**config.mk**
```make
export PLATFORM = sky130hd
export DESIGN_NAME = bc_result_deser
export DESIGN_NICKNAME = d
export VERILOG_FILES = /design/src/rtl/bc_pkg.sv /design/src/rtl/bc_out_buf.sv /design/src/rtl/bc_result_deser.sv
export SDC_FILE = /design/constraint.sdc
export NUM_CORES = 1
export LEC_CHECK = 0
export CORE_MARGIN = 3
export CORE_UTILIZATION = 47
export DETAILED_ROUTE_END_ITERATION = 12
export GPL_TIMING_DRIVEN = 0
export MAX_ROUTING_LAYER = met4
export PLACE_DENSITY = 0.74
export RECOVER_POWER = 25
export SYNTH_ARGS = -nofsm -noshare
export SYNTH_HDL_FRONTEND = slang
export SYNTH_SLANG_ARGS = --single-unit
```
**constraint.sdc**
```tcl
create_clock -name clk -period 1.55 [get_ports clk]
set_input_delay 0.465 -clock clk [delete_from_list [all_inputs] [get_ports clk]]
set_output_delay 0.465 -clock clk [all_outputs]
set_load 0.02 [all_outputs]
```
**src/rtl/bc_pkg.sv**
```systemverilog
// Shared defaults and FSM encoding for the result deserializer.
package bc_pkg;
  localparam int NBITS_DEF = 16;

  typedef enum logic {
    IDLE  = 1'b0,
    SHIFT = 1'b1
  } state_t;
endpackage

```
**src/rtl/bc_out_buf.sv**
```systemverilog
// One-entry valid/ready output register; a full buffer still accepts when drained the same cycle.
module bc_out_buf #(
  parameter int W = 17
) (
  input  logic         clk,
  input  logic         rstn,
  input  logic         in_valid,
  input  logic [W-1:0] in_data,
  output logic         in_ready,
  output logic         out_valid,
  output logic [W-1:0] out_data,
  input  logic         out_ready
);
  assign in_ready = ~out_valid | out_ready;

  always_ff @(posedge clk) begin
    if (!rstn) begin
      out_valid <= 1'b0;
      out_data  <= '0;
    end else if (in_ready) begin
      out_valid <= in_valid;
      if (in_valid) out_data <= in_data;
    end
  end
endmodule

```
**src/rtl/bc_result_deser.sv**
```systemverilog
// Collects the LSB-first serial sum plus final carry into a parallel result word.
module bc_result_deser
  import bc_pkg::*;
#(
  parameter int NBITS = NBITS_DEF
) (
  input  logic             clk,
  input  logic             rstn,
  input  logic             start,
  input  logic             bit_in,
  input  logic             co_in,
  output logic [NBITS:0]   res_data,
  output logic             res_valid,
  input  logic             res_ready,
  output logic             busy,
  output logic             err_ovf,
  output logic             err_restart,
  input  logic             err_clr
);
  localparam int CW = $clog2(NBITS) + 1;
  localparam logic [CW-1:0] LAST = CW'(NBITS - 1);

  state_t           state, state_nxt;
  logic [CW-1:0]    cnt, cnt_nxt;
  logic [NBITS-1:0] sr, sr_ins;
  logic             done, restart, buf_ready;

  // Positions above cnt are always zero, so OR-ing in the new bit places it.
  assign sr_ins = sr | (NBITS'(bit_in) << cnt);
  assign busy   = (state == SHIFT);

  always_comb begin
    state_nxt = state;
    cnt_nxt   = cnt;
    done      = 1'b0;
    restart   = 1'b0;
    case (state)
      IDLE: if (start) begin
        state_nxt = SHIFT;
        cnt_nxt   = CW'(1);
      end
      SHIFT: if (start) begin
        restart = 1'b1;
        cnt_nxt = CW'(1);
      end else if (cnt == LAST) begin
        done      = 1'b1;
        state_nxt = IDLE;
        cnt_nxt   = '0;
      end else begin
        cnt_nxt = cnt + CW'(1);
      end
    endcase
  end

  always_ff @(posedge clk) begin
    if (!rstn) begin
      state       <= IDLE;
      cnt         <= '0;
      sr          <= '0;
      err_ovf     <= 1'b0;
      err_restart <= 1'b0;
    end else begin
      state <= state_nxt;
      cnt   <= cnt_nxt;
      if (start)               sr <= NBITS'(bit_in);
      else if (done)           sr <= '0;
      else if (state == SHIFT) sr <= sr_ins;
      // A fresh error in the clear cycle keeps the flag set.
      err_ovf     <= (done & ~buf_ready) | (err_ovf & ~err_clr);
      err_restart <= restart | (err_restart & ~err_clr);
    end
  end

  bc_out_buf #(.W(NBITS + 1)) u_buf (
    .clk       (clk),
    .rstn      (rstn),
    .in_valid  (done),
    .in_data   ({co_in, sr_ins}),
    .in_ready  (buf_ready),
    .out_valid (res_valid),
    .out_data  (res_data),
    .out_ready (res_ready)
  );
endmodule

```
==> out/metrics.cfg <==
[min_path]
hold_path_class = flip-flop to flip-flop
hold_end = err_restart
hp-start = err_restart
hold_path_depth = 2

[cells_and_area]
syn_to_final_growth_pct = 29.50
finalNetCount = 234
final_layout_size_suffix_gt1_share_pct = 22.91
antenna_cells = 0
fin_area_sq_um = 2296
fin_util_pct = 65.70

[synthesis]
synth_compound_area_share_pct = 19.69
ys_seq_area_share_pct = 47.42
synth_fp_nets = 195
muxShareOfSynthArea_pct = 0
synth_xor_area_share_pct = 0.4940
synth-main-ff-cell = dfxtp_1
synth_most_common_cell = dfxtp_1
synth_common_cells = 42 x dfxtp_1, 23 x a31oi_1, 21 x a21oi_1
synth_enable_flop_cells = 0
synth.avg_cell_area_sq_um = 9.481
synth_fa_ha_area_share_pct = 0.7057
synthArstFlopShare_pct = 0
synth_top_cell_by_area = dfxtp_1
yosysWarnings = 0
syn-cell-area_sq_um = 1773
yosys.area.top_type_share_pct = 47.42
yosys.area_share.simple_pct = 25.41
synth_cell_types = 35
synth_top_family_by_area = simple AND/OR/NAND/NOR gates
ys_ff_latch = 42
syn_inst = 187
ys_top_cells_by_area = dfxtp_1 47%, a31oi_1 8.1%, a21oi_1 5.9%

[place]
place_area_sq_um = 2101
place_congestion = 0.8293
port_buffers = 27
hpwl_um = 3219

[detailed_routing]
via_per_inst = 5.908
first_pass_iters = 4
routed_wl_um = 4677
ant_nets = 0
drc = 0
wl_per_cell_um = 17.13
drtIter0Drc = 117
num_vias = 1613

[grt]
use_met3_pct = 6.656
globalRouteOverflowTotal = 0
grt_max_degree = 13
grt_use_met1_pct = 29.15
antenna_found_initial = 0
first_global_vias = 1539
top_usage_layer = met2
use_met2_pct = 35.21
grt.total_usage_pct = 23.08
grt_first_pass_wirelength_um = 7534

[timing]
slew-limit-headroom_pct = 67.38
finalHoldViolCount = 0
setup_viol = 0
worst_slew_pin_slew_ps = 489.2
slew_viol_final = 0
fin_crit_ps = 1505
final.period_utilization_pct = 97.10
fmax_mhz = 664.4
fin_skew_ps = 8.869

[clock_network]
cts-root-buf = clkbuf_8
ctsHtreeMaxLevel = 2
clk_pin_slew_ps = 80
ctsHoldBuffers = 0
cts_tree = built
clock_sinks = 42
cts_buffer_depth = 2
cts-buffers-inserted = 5
worstSkewPairLatency_ps = 300

[worst_setup_path]
ff2ff_setup_slack_ps = 40
worst_r2r_path_depth = 5
worst_setup_path_end_kind = flip-flop
crit_fanout = 8
critPathRequiredTime_ps = 1730
cp.arrival_ps = 1680
start_kind = flip-flop
worstSetupPathType = flip-flop to flip-flop
timing.rr.end = u_buf.out_data[1]
r2r_start = cnt[1]

[floorplanning]
die_height_um = 67.42
fp.dieW_um = 67.42
num_rows = 21
start_util_pct = 50.73
pin_count = 28
die_area_sq_um = 4545
coreArea_sq_um = 3495

[outcome]
outcome = complete, no violations

[power]
leakagePower_nw = 0.9421
p_per_area_nw_per_um2 = 855.0
peakVddDrop_v = 0.0005506

[run]
maxCapViolCount = 0

==> worst max path at each step <==
| stage | from | to | slack (ps) | depth (start not counted) |
|---|---|---|---|---|
| after floorplan | cnt[0] | u_buf.out_data[11] | 6 | 5 |
| after global placement | start | u_buf.out_data[4] | -480 | 5 |
| after detailed placement | start | u_buf.out_data[7] | -470 | 5 |
| after CTS | rstn | u_buf.out_data[8] | 2 | 4 |
| after global routing | cnt[1] | cnt[3] | -20 | 6 |
| final | cnt[1] | u_buf.out_data[1] | 40 | 5 |
==> registers in the layout, indices dropped and copies added (netlist names) <==
name,count
u_buf.out_valid,1
u_buf.out_data,17
busy,1
cnt,5
err_restart,1
err_ovf,1
sr,16
==> per-layer routing <==
layer | part of all wire, % | up-vias
met5 | 0 | -
met4 | 1.5 | 0
met3 | 6.1 | 7
met2 | 48 | 66
met1 | 44 | 761
li1 | - | 779
==> power by group <==
group / internal, mW / switching (mW)
logic: 0.0553 / 0.0799
registers: 1.09 / 0.0142
clock network: 0.359 / 0.369
total: 1.50 / 0.463
==> cell usage in the layout (no fill, tap or decap), types with 2 or more instances in the layout <==
| cell type | instances |
|---|---|
| dlygate4sd2_1 | 21 |
| clkdlybuf4s50_1 | 3 |
| clkbuf_4 | 2 |
| and3b_1 | 2 |
| buf_2 | 6 |
| nor4_1 | 7 |
| nor4_2 | 3 |
| a21oi_1 | 21 |
| a211oi_1 | 6 |
| a31oi_1 | 21 |
| nand2_1 | 4 |
| nand2b_1 | 3 |
| clkbuf_1 | 4 |
| and4bb_2 | 2 |
| clkbuf_8 | 6 |
| a31oi_2 | 2 |
| dfxtp_4 | 2 |
| buf_4 | 5 |
| nor2_1 | 19 |
| inv_1 | 4 |
| dfxtp_1 | 39 |
| nand3_1 | 3 |
| dlymetal6s2s_1 | 2 |
| nor3_1 | 4 |
| buf_6 | 3 |
| nor3_2 | 8 |
==> cell families (layout without fill, tap and decap cells) <==
| logic type | Yosys count | after routing |
|---|---|---|
| AO/OA/AOI/OAI | 56 | 56 |
| XOR/XNOR | 1 | 1 |
| adder cells (fa/ha/maj) | 1 | 1 |
| buffers and inverters | 19 | 59 |
| flip-flops | 42 | 42 |
| AND/OR/NAND/NOR | 68 | 68 |
==> critical path: stages, from the launching register on <==
cell and delay (ps):
dfxtp_4 420, ha_4 180, nand4b_4 190, buf_8 200
nor4_1 300, nor3_1 90
==> timing repair <==
action / CTS / global route
setup endpoints to repair: 59 / 27
resized for setup: 33 / 17
setup buffers: 1 / 4
==> per-stage QoR <==
| step | TNS, ps | setup slack (ps) | total power, mW | hold slack (ps) | instances |
|---|---|---|---|---|---|
| floorplan | 0 | 6.276 | 1.192 | 437.1 | 187 |
| global placement | -11370 | -477.0 | 1.236 | 457.1 | 260 |
| detailed placement | -12100 | -474.2 | 1.241 | 461.2 | 260 |
| CTS | 0 | 1.863 | 1.957 | 483.2 | 269 |
| global route | -18.30 | -18.26 | 2.029 | 494.9 | 273 |
| finish | 0 | 44.98 | 1.963 | 479.2 | 273 |
==> layout make-up <==
class	instances	area, sq um
Inverter	4	15.01
Clock buffer	7	86.33
Buffer	15	106.4
Tap cell	46	57.56
Timing Repair Buffer	32	280.3
Sequential cell	42	849.6
Fill cell	278	1199
Clock inverter	1	5.005
Multi-Input combinational cell	126	895.9
(Power assumes the default switching activity.)
